`src/rtl/sseg_cap_pkg.sv`:
```
// Shared constants, FSM state type and the active-low hex segment table for the
// seven-segment capture block.
package sseg_cap_pkg;

  localparam int NUM_DIGITS = 4;
  localparam int SEG_W      = 7;

  typedef enum logic [1:0] {
    IDLE   = 2'd0,
    SETTLE = 2'd1,
    HELD   = 2'd2
  } cap_state_e;

  // Bit 0 of each entry is segment a, bit 6 is segment g; a 0 lights the segment.
  localparam logic [0:SEG_W-1] HEX_TAB [16] = '{
    7'b0000001, 7'b1001111, 7'b0010010, 7'b0000110,
    7'b1001100, 7'b0100100, 7'b0100000, 7'b0001111,
    7'b0000000, 7'b0000100, 7'b0001000, 7'b1100000,
    7'b0110001, 7'b1000010, 7'b0110000, 7'b0111000
  };

  // Returns {select_ok, digit_index}; anything but a single low anode is "no digit".
  function automatic logic [2:0] an_decode(input logic [NUM_DIGITS-1:0] an);
    logic [2:0] r;
    case (an)
      4'b1110: r = {1'b1, 2'd0};
      4'b1101: r = {1'b1, 2'd1};
      4'b1011: r = {1'b1, 2'd2};
      4'b0111: r = {1'b1, 2'd3};
      default: r = 3'b000;
    endcase
    return r;
  endfunction

endpackage

```
`src/rtl/sseg_to_hex.sv`:
```
// Combinational segment-pattern to hex-nibble decoder; code_ok is low for any
// pattern that is not in the hex table, in which case the nibble reads 0.
module sseg_to_hex
  import sseg_cap_pkg::*;
(
  input  logic [0:SEG_W-1] seg_i,
  output logic             code_ok_o,
  output logic [3:0]       nibble_o
);

  always_comb begin
    code_ok_o = 1'b0;
    nibble_o  = 4'h0;
    for (int i = 0; i < 16; i++) begin
      if (seg_i == HEX_TAB[i]) begin
        code_ok_o = 1'b1;
        nibble_o  = 4'(i);
      end
    end
  end

endmodule

```
`src/rtl/sseg_4capture.sv`:
```
// Captures a multiplexed 4-digit seven-segment display and rebuilds its 16-bit value.
// Optional SSEG_CAP_CONFIRM_EN: publish only when two consecutive clean scans agree.
module sseg_4capture
  import sseg_cap_pkg::*;
#(
  parameter int SETTLE_CYCLES = 4,
  parameter int SYNC_STAGES   = 2
) (
  input  logic                  clk,
  input  logic                  rst,
  input  logic [0:SEG_W-1]      SSeg,
  input  logic [NUM_DIGITS-1:0] an,
  output logic [15:0]           num,
  output logic                  num_valid,
  output logic                  seg_err,
  output logic [7:0]            scan_cnt
);

  localparam int CNT_W = (SETTLE_CYCLES > 1) ? $clog2(SETTLE_CYCLES) : 1;

  logic [NUM_DIGITS-1:0] an_sync_q  [SYNC_STAGES];
  logic [0:SEG_W-1]      seg_sync_q [SYNC_STAGES];
  logic [NUM_DIGITS-1:0] an_prev_q;
  logic [0:SEG_W-1]      seg_prev_q;
  logic [NUM_DIGITS-1:0] an_s;
  logic [0:SEG_W-1]      seg_s;
  logic                  changed;
  logic [2:0]            sel;
  logic                  sel_ok;
  logic [1:0]            sel_idx;

  cap_state_e            state_q, state_d;
  logic [CNT_W-1:0]      cnt_q, cnt_d;
  logic                  capture;

  logic [3:0]            digit_q [NUM_DIGITS];
  logic [3:0]            digit_d [NUM_DIGITS];
  logic [NUM_DIGITS-1:0] seen_q, seen_d, seen_cap;
  logic [NUM_DIGITS-1:0] bad_q, bad_d, bad_cap;
  logic                  complete;
  logic                  publish;
  logic [15:0]           assembled;
  logic                  code_ok;
  logic [3:0]            nibble;

  logic [15:0]           num_q;
  logic                  num_valid_q;
  logic                  seg_err_q;
  logic [7:0]            scan_cnt_q;

  // Synchronisers idle at all-ones: blank display, no anode selected.
  always_ff @(posedge clk or posedge rst) begin
    if (rst) begin
      for (int i = 0; i < SYNC_STAGES; i++) begin
        an_sync_q[i]  <= '1;
        seg_sync_q[i] <= '1;
      end
      an_prev_q  <= '1;
      seg_prev_q <= '1;
    end else begin
      an_sync_q[0]  <= an;
      seg_sync_q[0] <= SSeg;
      for (int i = 1; i < SYNC_STAGES; i++) begin
        an_sync_q[i]  <= an_sync_q[i-1];
        seg_sync_q[i] <= seg_sync_q[i-1];
      end
      an_prev_q  <= an_s;
      seg_prev_q <= seg_s;
    end
  end

  assign an_s    = an_sync_q[SYNC_STAGES-1];
  assign seg_s   = seg_sync_q[SYNC_STAGES-1];
  assign changed = (an_s != an_prev_q) || (seg_s != seg_prev_q);
  assign sel     = an_decode(an_s);
  assign sel_ok  = sel[2];
  assign sel_idx = sel[1:0];

  sseg_to_hex u_dec (
    .seg_i     (seg_s),
    .code_ok_o (code_ok),
    .nibble_o  (nibble)
  );

  always_ff @(posedge clk or posedge rst) begin
    if (rst) begin
      state_q <= IDLE;
      cnt_q   <= '0;
    end else begin
      state_q <= state_d;
      cnt_q   <= cnt_d;
    end
  end

  always_comb begin
    state_d = state_q;
    cnt_d   = cnt_q;
    capture = 1'b0;
    case (state_q)
      IDLE: begin
        cnt_d = '0;
        if (sel_ok) state_d = SETTLE;
      end
      SETTLE: begin
        if (!sel_ok) begin
          state_d = IDLE;
          cnt_d   = '0;
        end else if (changed) begin
          cnt_d = '0;
        end else if (cnt_q == CNT_W'(SETTLE_CYCLES - 1)) begin
          capture = 1'b1;
          state_d = HELD;
          cnt_d   = '0;
        end else begin
          cnt_d = cnt_q + CNT_W'(1);
        end
      end
      HELD: begin
        cnt_d = '0;
        if (!sel_ok)      state_d = IDLE;
        else if (changed) state_d = SETTLE;
      end
      default: begin
        state_d = IDLE;
        cnt_d   = '0;
      end
    endcase
  end

  // seen/bad as they stand including this cycle's capture; a full set closes the scan.
  always_comb begin
    digit_d  = digit_q;
    seen_cap = seen_q;
    bad_cap  = bad_q;
    if (capture) begin
      digit_d[sel_idx]  = nibble;
      seen_cap[sel_idx] = 1'b1;
      bad_cap[sel_idx]  = ~code_ok;
    end
    complete  = capture && (&seen_cap);
    assembled = {digit_d[3], digit_d[2], digit_d[1], digit_d[0]};
    seen_d    = complete ? '0 : seen_cap;
    bad_d     = complete ? '0 : bad_cap;
  end

`ifdef SSEG_CAP_CONFIRM_EN
  logic [15:0] cand_q;
  logic        cand_vld_q;

  assign publish = complete && !(|bad_cap) && cand_vld_q && (cand_q == assembled);

  always_ff @(posedge clk or posedge rst) begin
    if (rst) begin
      cand_q     <= '0;
      cand_vld_q <= 1'b0;
    end else if (complete) begin
      cand_q     <= assembled;
      cand_vld_q <= !(|bad_cap);
    end
  end
`else
  assign publish = complete;
`endif

  always_ff @(posedge clk or posedge rst) begin
    if (rst) begin
      for (int i = 0; i < NUM_DIGITS; i++) digit_q[i] <= '0;
      seen_q      <= '0;
      bad_q       <= '0;
      num_q       <= '0;
      num_valid_q <= 1'b0;
      seg_err_q   <= 1'b0;
      scan_cnt_q  <= '0;
    end else begin
      digit_q     <= digit_d;
      seen_q      <= seen_d;
      bad_q       <= bad_d;
      num_valid_q <= publish;
      seg_err_q   <= complete && (|bad_cap);
      if (publish) begin
        num_q      <= assembled;
        scan_cnt_q <= scan_cnt_q + 8'd1;
      end
    end
  end

  assign num       = num_q;
  assign num_valid = num_valid_q;
  assign seg_err   = seg_err_q;
  assign scan_cnt  = scan_cnt_q;

endmodule
```
`config.mk`:
```
export PLATFORM = sky130hd
export DESIGN_NAME = sseg_4capture
export DESIGN_NICKNAME = d
export VERILOG_FILES = /design/src/rtl/sseg_cap_pkg.sv /design/src/rtl/sseg_to_hex.sv /design/src/rtl/sseg_4capture.sv
export SDC_FILE = /design/constraint.sdc
export NUM_CORES = 1
export LEC_CHECK = 0
export ABC_CLOCK_PERIOD_IN_PS = 6080
export BUFFER_PORTS_ARGS = -buffer_cell sky130_fd_sc_hd__buf_2
export CAP_MARGIN = 20
export CORE_ASPECT_RATIO = 0.5
export CORE_MARGIN = 4
export CORE_UTILIZATION = 62
export CTS_BUF_LIST = sky130_fd_sc_hd__clkbuf_8 sky130_fd_sc_hd__clkbuf_16
export CTS_CLUSTER_SIZE = 16
export DETAILED_ROUTE_END_ITERATION = 12
export PLACE_DENSITY = 0.95
export SLEW_MARGIN = 40
export SYNTH_ARGS = -nofsm -noshare
export SYNTH_HDL_FRONTEND = slang
export SYNTH_SLANG_ARGS = --single-unit
export TNS_END_PERCENT = 5
```
`constraint.sdc`:
```
create_clock -name clk -period 6.08 [get_ports clk]
set_input_delay 0.608 -clock clk [delete_from_list [all_inputs] [get_ports clk]]
set_output_delay 0.608 -clock clk [all_outputs]
set_load 0.03 [all_outputs]
```
==> results of run 1 <==
[metal layers]
layer  GRT usage [%]  share of wire (%)  up-vias
li1                -                  -     1043
met1            30.0                 42     1211
met2            35.8                 51       73
met3            7.66                5.2       16
met4            6.95                2.1        0
met5               0                  0        -
[worst max-delay path, stage by stage, from the launching register on]
cell and delay, ps:
dfstp_2 710, xor2_1 140, nor4_1 430, nand3_2 300, or4_4 690, inv_2 410
mux2_2 390
[synth_stat cells (all sizes together), types with 2 or more instances]
library cell and instances:
a211o 2, a211oi 2, a21o 2, a21oi 3
a22oi 3, and3b 2, and4b 4, buf 4
clkbuf 10, dfrtp 54, dfstp 33, ha 2
inv 16, mux2 24, mux2i 13, nand2 13
nand3 7, nand3b 4, nand4 2, nand4b 2
nor2 11, nor3 7, nor3b 4, nor4 5
o21a 4, o21ai 7, or3b 2, or4 2
xnor2 6, xor2 15
[through the flow]
stage	setup slack (ps)	std cells	instance area (sq um)	hold slack (ps)	util, %
after global routing	2640	393	4170	346	74.6
after global placement	3160	377	3870	345	69.2
final	2870	393	4170	355	74.6
after detailed placement	2990	377	3880	347	69.4
after CTS	2810	393	4170	355	74.6
after floorplan	3280	279	3650	345	-
[kinds of logic (layout without fill, tap and decap cells)]
logic type	Yosys count	after routing
buf+inv	30	71
xor+xnor	21	21
flops	87	87
fa+ha+maj	2	2
compound gates	31	31
mux	37	37
simple gates	71	71
[registers in the layout, indices dropped and copies added, names as in the netlist]
register and count:
state_q 2, seg_err 1, cnt_q 2, num 16, scan_cnt 8, an_sync_q 4, seen_q 4, num_valid 1
seg_sync_q 7, an_s 4, an_prev_q 4, seg_s 7, seg_prev_q 7, digit_q 16, bad_q 4
[power groups by stage]
stage	Sequential [mW]	Combinational (mW)	Clock, mW
CTS	0.618	0.0426	0.541
global route	0.620	0.0478	0.570
detailed placement	0.627	0.0406	0
floorplan	0.616	0.0354	0
finish	0.619	0.0419	0.530
global placement	0.626	0.0373	0
[final cells by class]
type                       instances  area (sq um)
clock inverter                     7          65.1
timing repair buffer              39           204
multi-input combinational        162          1310
inverter                          16          61.3
tap                               73          91.3
clock buffer                       9           225
fill                             310          1420
sequential                        87          2220
[worst paths after layout]
path,from,endpoint,slack (ps),cells after the start
worst min register to register,seg_sync_q[8]$_DFF_PP1_,seg_s[5]$_DFF_PP1_,350,0
worst min-delay path,seg_sync_q[8]$_DFF_PP1_,seg_s[5]$_DFF_PP1_,350,0
min in group asynchronous,rst,bad_q[0]$_DFF_PP0_,470,3
worst max register to register,seg_s[3]$_DFF_PP1_,num[5]$_DFFE_PP0P_,2870,6
worst max-delay path,seg_s[3]$_DFF_PP1_,num[5]$_DFFE_PP0P_,2870,6
max in group asynchronous,rst,seen_q[2]$_DFF_PP0_,5160,3
==> impl_metrics.py, run 1 <==
metrics = {
    "cts": {
        "ctsHoldBuffers": 0,
        "post-cts-setup-buffers": 0,
        "cts-root-buf": "clkbuf_16",
        "clk_latency_ps": 340,
        "tritoncts": "done",
        "htree_levels": 3,
        "cts_buffers": 9,
        "cts_resized": 0,
        "cts.sinks": 87,
        "clk_pin_slew_worst_paths_ps": 60,
        "cts_max_path_buffers": 2,
    },
    "floorplanning": {
        "die_w_microns": 116,
        "placementRows": 19,
        "die_h_microns": 62.2,
        "start_util_pct": 65.3,
        "pin_count": 39,
        "die-area_sq_mm": 0.00725,
        "core-area_sq_mm": 0.00559,
    },
    "grt": {
        "grt_max_degree": 88,
        "antenna_found_initial": 0,
        "overflow": 0,
        "grt_pass1_wl_microns": 12600,
        "grt_pass1_vias": 2470,
        "grt_usage_pct": 22.7,
    },
    "synthesis": {
        "synth_top_family_by_area": "simple AND/OR/NAND/NOR gates",
        "yosysSeqAreaShare_pct": 60.8,
        "synth_adder_area_share_pct": 0.686,
        "yosys.area.top_type": "dfrtp_1",
        "synth-xor-area-share_pct": 5.04,
        "yosys.area_share.simple_pct": 12.9,
        "yosysWarnings": 0,
        "synth_cell_types": 53,
        "syn_avg_cell_area_sq_um": 13.1,
        "synthesis.nets": 294,
        "synth_mux_area_share_pct": 11.0,
        "synthArstFlopShare_pct": 100,
        "yosys.area.top_type_share_pct": 37.1,
        "ys_seq_elements": 87,
        "synth_edf_count": 0,
        "netlist_area_sq_mm": 0.00365,
        "synth_area_leaders": "dfrtp_1 (37%), dfstp_2 (24%), mux2_2 (7.4%)",
        "postSynthCellCount": 279,
        "synth-compound-area-share_pct": 6.01,
        "yosys_most_used_dff": "dfrtp_1",
    },
    "status": {
        "outcome": "finished, final reports clean",
    },
    "pwr": {
        "power.total_mw": 1.19,
        "p_seq_share_pct": 52.0,
        "p_switching_uw": 259,
        "combPwrFrac_pct": 3.5,
        "ir_drop_v": 0.000208,
        "swShare_pct": 21.8,
        "p_clk_share_pct": 44.5,
        "p_per_area_mw_per_mm2": 286,
        "p_int_uw": 932,
        "p_leak_nw": 2.00,
    },
    "timing": {
        "fmax_ghz": 0.312,
        "finalHoldViolations": 0,
        "layout_min_cycle_time_ps": 3210,
        "maxSlewHeadroom_pct": 50.5,
        "setup_viol": 0,
        "fin_tns_setup_ps": 0,
        "fin_crit_sh_pct": 52.8,
        "skew_ps": 6.28,
        "worstMarginPinSlew_ps": 738,
        "rsz0062_at_grt": "false",
        "drv_slew": 0,
    },
    "worst_setup_path": {
        "critPathKind": "flop to flop",
        "worstPathArrival_ps": 3430,
        "required_ps": 6300,
        "cp_max_fo": 24,
        "worst_setup_path_start_kind": "flop",
        "end_kind": "flop",
    },
    "route": {
        "drt_iter0_drc": 341,
        "num_vias": 2343,
        "vias_per_cell": 5.96,
        "drc": 0,
        "ant_nets": 0,
        "wl_per_cell_microns": 18.7,
        "first_pass_iters": 4,
        "routed_wl_microns": 7360,
    },
    "job": {
        "drv_cap": 0,
    },
    "place": {
        "gp_congestion": 0.846,
        "dp.final_hpwl_microns": 4650,
        "io_buffer_count": 38,
    },
    "cells_and_area": {
        "final_common_cell": "dfrtp_1",
        "diodes": 0,
        "synthToLayoutAreaGrowth_pct": 14.4,
        "nets": 330,
        "most-common-layout-cells": "dfrtp_1 (54), buf_2 (38), dfstp_2 (33)",
        "drive_gt1_share_pct": 39.4,
    },
    "worst_hold_path": {
        "hp-class": "flop to flop",
    },
}
No activity file was read; power rests on OpenSTA's default activity.
==> run 2, diff against run 1 <==
--- a/config.mk
+++ b/config.mk
@@ -5,16 +5,16 @@
 export SDC_FILE = /design/constraint.sdc
 export NUM_CORES = 1
 export LEC_CHECK = 0
-export ABC_CLOCK_PERIOD_IN_PS = 6080
+export ABC_CLOCK_PERIOD_IN_PS = 3100
 export BUFFER_PORTS_ARGS = -buffer_cell sky130_fd_sc_hd__buf_2
 export CAP_MARGIN = 20
 export CORE_ASPECT_RATIO = 0.5
 export CORE_MARGIN = 4
-export CORE_UTILIZATION = 62
+export CORE_UTILIZATION = 58
 export CTS_BUF_LIST = sky130_fd_sc_hd__clkbuf_8 sky130_fd_sc_hd__clkbuf_16
 export CTS_CLUSTER_SIZE = 16
 export DETAILED_ROUTE_END_ITERATION = 12
-export PLACE_DENSITY = 0.95
+export PLACE_DENSITY = 0.9
 export SLEW_MARGIN = 40
 export SYNTH_ARGS = -nofsm -noshare
 export SYNTH_HDL_FRONTEND = slang
==> constraint.sdc (replaced) <==
create_clock -name clk -period 3.1 [get_ports clk]
set_input_delay 0.31 -clock clk [delete_from_list [all_inputs] [get_ports clk]]
set_output_delay 0.31 -clock clk [all_outputs]
set_load 0.03 [all_outputs]
==> impl_metrics.py, run 2 (synthesis gave the netlist of run 1 again) <==
metrics = {
    "grt": {
        "grt_usage_pct": 20.9,
        "busiest_layer": "met2",
        "met3_usage_pct": 7.60,
        "antenna_found_initial": 0,
        "grt_pass1_wl_microns": 12200,
        "grt_max_degree": 61,
        "overflow": 0,
        "grt_use_met2_pct": 34.2,
        "grt_pass1_vias": 2466,
        "met1_usage_pct": 25.9,
    },
    "cts": {
        "ctsHoldBuffers": 0,
        "cts_buffers": 9,
        "cts-root-buf": "clkbuf_16",
        "clk_latency_ps": 340,
        "clk_pin_slew_worst_paths_ps": 60,
        "cts.sinks": 87,
        "htree_levels": 3,
        "cts_max_path_buffers": 2,
        "cts_resized": 0,
        "post-cts-setup-buffers": 0,
        "tritoncts": "done",
    },
    "pwr": {
        "p_switching_uw": 522,
        "p_per_area_mw_per_mm2": 554,
        "p_seq_share_pct": 51.2,
        "p_int_mw": 1.84,
        "swShare_pct": 22.1,
        "p_leak_nw": 2.04,
        "combPwrFrac_pct": 3.7,
        "ir_drop_v": 0.000524,
        "p_clk_share_pct": 45.0,
    },
    "floorplanning": {
        "die-area_sq_mm": 0.00770,
        "die_w_microns": 120,
        "die_h_microns": 64.1,
        "placementRows": 20,
        "core-area_sq_mm": 0.00608,
        "pin_count": 39,
        "start_util_pct": 60.0,
    },
    "worst_setup_path": {
        "reg2reg_from": "cnt_q[0]$_DFF_PP0_",
        "slowest_delay_ps": 500,
        "critPathSlowestCell": "or4_4",
        "required_ps": 3320,
        "critical-path-top-cell-by-count": "or4_4",
        "cp_max_fo": 19,
        "reg2reg_to": "num[14]$_DFFE_PP0P_",
        "path_cells": "ha_1 -> nand3b_4 -> or4_4 -> a221o_1 -> or4_4 -> inv_2 -> mux2_2",
        "rr_worst_depth": 7,
        "worst_setup_path_start_kind": "flop",
        "critPathKind": "flop to flop",
        "worstPathArrival_ps": 3080,
        "end_kind": "flop",
        "crit_start": "cnt_q[0]$_DFF_PP0_",
        "rrSetupSlack_ps": 240,
    },
    "route": {
        "first_pass_iters": 5,
        "num_vias": 2333,
        "routed_wl_microns": 7220,
        "drt_iter0_drc": 247,
        "vias_per_cell": 5.59,
        "drc": 0,
        "ant_nets": 0,
        "wl_per_cell_microns": 17.3,
    },
    "place": {
        "placed_area_sq_mm": 0.00396,
        "io_buffer_count": 38,
        "gp_congestion": 0.837,
        "dp.final_hpwl_microns": 4750,
    },
    "cells_and_area": {
        "final_common_cell": "dfrtp_1",
        "diodes": 0,
        "most-common-layout-cells": "dfrtp_1 (54), buf_2 (38), dfstp_2 (33)",
        "design_area_sq_mm": 0.00425,
        "drive_gt1_share_pct": 40.7,
        "synthToLayoutAreaGrowth_pct": 16.7,
        "nets": 339,
    },
    "timing": {
        "fmax_ghz": 0.350,
        "drv_slew": 0,
        "layout_min_cycle_time_ps": 2860,
        "rsz0062_at_grt": "false",
        "worstMarginPinSlew_ps": 544,
        "setup_viol": 0,
        "maxSlewHeadroom_pct": 63.6,
        "fin_tns_setup_ps": 0,
        "fin_crit_sh_pct": 92.1,
        "finalHoldViolations": 0,
        "skew_ps": 10.5,
    },
    "worst_hold_path": {
        "hp-class": "input pin to asynchronous set/reset pin",
    },
    "status": {
        "outcome": "finished, final reports clean",
    },
    "job": {
        "drv_cap": 0,
    },
}
-- run 2: final cells by class --
class,instances,area [sq um]
Clock inverter,7,72.6
Sequential cell,87,2220
Clock buffer,9,225
Tap cell,88,110
Timing Repair Buffer,48,265
Inverter,16,65.1
Fill cell,390,1830
Multi-Input combinational cell,162,1300
-- run 2: worst max-delay path: cells and delay by family (launching register included) --
kind | cells | cell delay (ps)
AO/OA/AOI/OAI | 1 | 310
adder cells (fa/ha/maj) | 1 | 270
buffers and inverters | 1 | 330
flip-flops | 1 | 370
multiplexers | 1 | 390
AND/OR/NAND/NOR | 3 | 1060
-- run 2: power by group through the flow --
| stage | clock [mW] | sequential, mW | combinational, mW |
|---|---|---|---|
| 3_5_place_dp | 0 | 1.23 | 0.0865 |
| 2_1_floorplan | 0 | 1.21 | 0.0694 |
| 4_1_cts | 1.08 | 1.21 | 0.0888 |
| 3_3_place_gp | 0 | 1.22 | 0.0815 |
| 5_1_grt | 1.13 | 1.21 | 0.0980 |
| 6_report | 1.06 | 1.21 | 0.0877 |
-- run 2: worst max-delay path by stage --
stage	endpoint	cells past startpoint
finish	num[14]$_DFFE_PP0P_	7
global route	num[14]$_DFFE_PP0P_	6
CTS	num[14]$_DFFE_PP0P_	7
detailed placement	num[2]$_DFFE_PP0P_	7
global placement	num[3]$_DFFE_PP0P_	7
floorplan	num[0]$_DFFE_PP0P_	8
-- run 2: routing by layer --
metal | up-vias | part of all wire [%] | routed length [microns]
met1 | 1155 | 41 | 2990
met5 | - | 0 | 0
met2 | 96 | 49 | 3580
li1 | 1065 | - | -
met4 | 0 | 2.5 | 177
met3 | 17 | 6.6 | 478
-- run 2: through the flow --
step | power (mW) | hold WS (ps) | utilization, % | setup WS (ps) | std cells
2_1_floorplan | 1.28 | 314 | - | 453 | 279
3_3_place_gp | 1.30 | 346 | 65.0 | 390 | 401
3_5_place_dp | 1.31 | 347 | 65.1 | 273 | 401
4_1_cts | 2.37 | 25.2 | 70.0 | 270 | 417
5_1_grt | 2.44 | 50.9 | 70.0 | 53.2 | 417
6_report | 2.36 | 11.8 | 70.0 | 244 | 417
==> run 3, diff against run 2 <==
--- a/config.mk
+++ b/config.mk
@@ -15,6 +15,7 @@
 export CTS_CLUSTER_SIZE = 16
 export DETAILED_ROUTE_END_ITERATION = 12
 export PLACE_DENSITY = 0.9
+export RECOVER_POWER = 25
 export SLEW_MARGIN = 40
 export SYNTH_ARGS = -nofsm -noshare
 export SYNTH_HDL_FRONTEND = slang
==> impl_metrics.py, run 3 (synthesis gave the netlist of run 1 again) <==
metrics = {
    "cts": {
        "cts.sinks": 87,
        "clk_latency_ps": 340,
        "post-cts-setup-buffers": 0,
        "clk_pin_slew_worst_paths_ps": 60,
        "cts_max_path_buffers": 2,
        "htree_levels": 3,
        "cts_buffers": 9,
        "cts-root-buf": "clkbuf_16",
        "tritoncts": "done",
        "cts_resized": 0,
        "ctsHoldBuffers": 0,
    },
    "route": {
        "ant_nets": 0,
        "vias_per_cell": 5.66,
        "drc": 0,
        "num_vias": 2362,
        "routed_wl_microns": 7170,
        "wl_per_cell_microns": 17.2,
        "drt_iter0_drc": 263,
        "first_pass_iters": 6,
    },
    "timing": {
        "setup_viol": 0,
        "setup_ws_ps": 242,
        "fin_tns_setup_ps": 0,
        "maxSlewHeadroom_pct": -41.5,
        "layout_min_cycle_time_ps": 2860,
        "finalHoldViolations": 0,
        "skew_ps": 11.0,
        "fmax_ghz": 0.350,
        "fin_crit_sh_pct": 92.2,
        "worstMarginPinSlew_ps": 2120,
        "drv_slew": 61,
        "rsz0062_at_grt": "false",
    },
    "place": {
        "place_inst": 401,
        "placed_area_sq_mm": 0.00396,
        "io_buffer_count": 38,
        "dp.final_hpwl_microns": 4750,
        "gp_congestion": 0.837,
        "place_ws_ps": 273,
    },
    "worst_setup_path": {
        "worst_setup_path_start_kind": "flop",
        "critical-path-top-cell-by-count": "or4_4",
        "path_cells": "ha_1 -> nand3b_4 -> or4_4 -> a221o_1 -> or4_4 -> inv_2 -> mux2_2",
        "rr_worst_depth": 7,
        "crit_start": "cnt_q[0]$_DFF_PP0_",
        "critPathKind": "flop to flop",
        "worstPathArrival_ps": 3080,
        "end_kind": "flop",
        "cp_max_fo": 19,
        "worstSetupPathDepth": 7,
        "crit_family": "simple AND/OR/NAND/NOR gates",
        "cp_num_buf_inv": 1,
        "critPathSlowestCell": "or4_4",
        "slowest_delay_ps": 500,
        "reg2reg_from": "cnt_q[0]$_DFF_PP0_",
        "required_ps": 3320,
    },
    "cells_and_area": {
        "final_common_cell": "dfrtp_1",
        "design_area_sq_mm": 0.00425,
        "synthToLayoutAreaGrowth_pct": 16.5,
        "most-common-layout-cells": "dfrtp_1 (54), buf_2 (37), dfstp_2 (33)",
        "drive_gt1_share_pct": 40.1,
        "fin_cells": 417,
        "postLayoutCoreUtil_pct": 69.9,
        "fill_cells": 391,
        "nets": 339,
        "diodes": 0,
    },
    "grt": {
        "antenna_found_initial": 0,
        "grt_usage_pct": 20.9,
        "grt_max_degree": 61,
        "grt_pass1_wl_microns": 12200,
        "overflow": 0,
        "grt_pass1_vias": 2466,
    },
    "floorplanning": {
        "start_util_pct": 60.0,
        "die_h_microns": 64.1,
        "core-area_sq_mm": 0.00608,
        "placementRows": 20,
        "die-area_sq_mm": 0.00770,
        "die_w_microns": 120,
        "pin_count": 39,
    },
    "pwr": {
        "ir_drop_v": 0.000524,
        "p_leak_nw": 2.04,
        "p_per_area_mw_per_mm2": 554,
    },
    "status": {
        "violations": "capacitance limit, slew limit",
        "outcome": "finished, violations left",
    },
    "worst_hold_path": {
        "hp-class": "input pin to flop",
        "hold_depth": 1,
        "hold_path.startpoint": "SSeg[5]",
    },
    "job": {
        "drv_cap": 1,
    },
}
run 3: cell types whose count changed in the layout (fill, tap and decap cells not counted), sizes merged:
cell	before	now
buf	48	47
clkinv	3	2
clkbuf	9	10
inv	18	19
run 3: final timing paths:
path                                            to  slack, ps
setup reg to reg                num[7]$_DFFE_PP0P_        240
min in group asynchronous       num[6]$_DFFE_PP0P_        690
hold / removal             seg_sync_q[8]$_DFF_PP1_         60
hold reg to reg                 seg_s[3]$_DFF_PP1_        350
setup / recovery                num[7]$_DFFE_PP0P_        240
max in group asynchronous  seg_prev_q[0]$_DFF_PP1_       1160
run 3: cell type report:
class | count | area (sq um) | area share, %
Timing Repair Buffer | 48 | 264 | 6.22
Multi-Input combinational cell | 162 | 1300 | 30.5
Sequential cell | 87 | 2220 | 52.2
Clock buffer | 9 | 225 | 5.30
Clock inverter | 7 | 72.6 | 1.71
Tap cell | 88 | 110 | 2.59
Inverter | 16 | 60.1 | 1.41
run 3: through the flow:
stage | power, mW | hold slack, ps
floorplan | 1.28 | 314
global placement | 1.30 | 346
detailed placement | 1.31 | 347
CTS | 2.37 | 25.2
global route | 2.44 | 52.6
finish | 2.35 | 64.2
run 3: report_power, final:
group,internal (mW),total [mW],switching [mW]
Clock,0.626,1.06,0.433
Combinational,0.0332,0.0869,0.0537
Sequential,1.18,1.21,0.0310
run 3: routing by layer:
metal	share of wire [%]	vias up	GRT usage, %
met5	0	-	0
met3	6.4	23	7.60
li1	-	1067	-
met2	49	95	34.2
met4	2.8	0	7.42
met1	41	1177	25.9
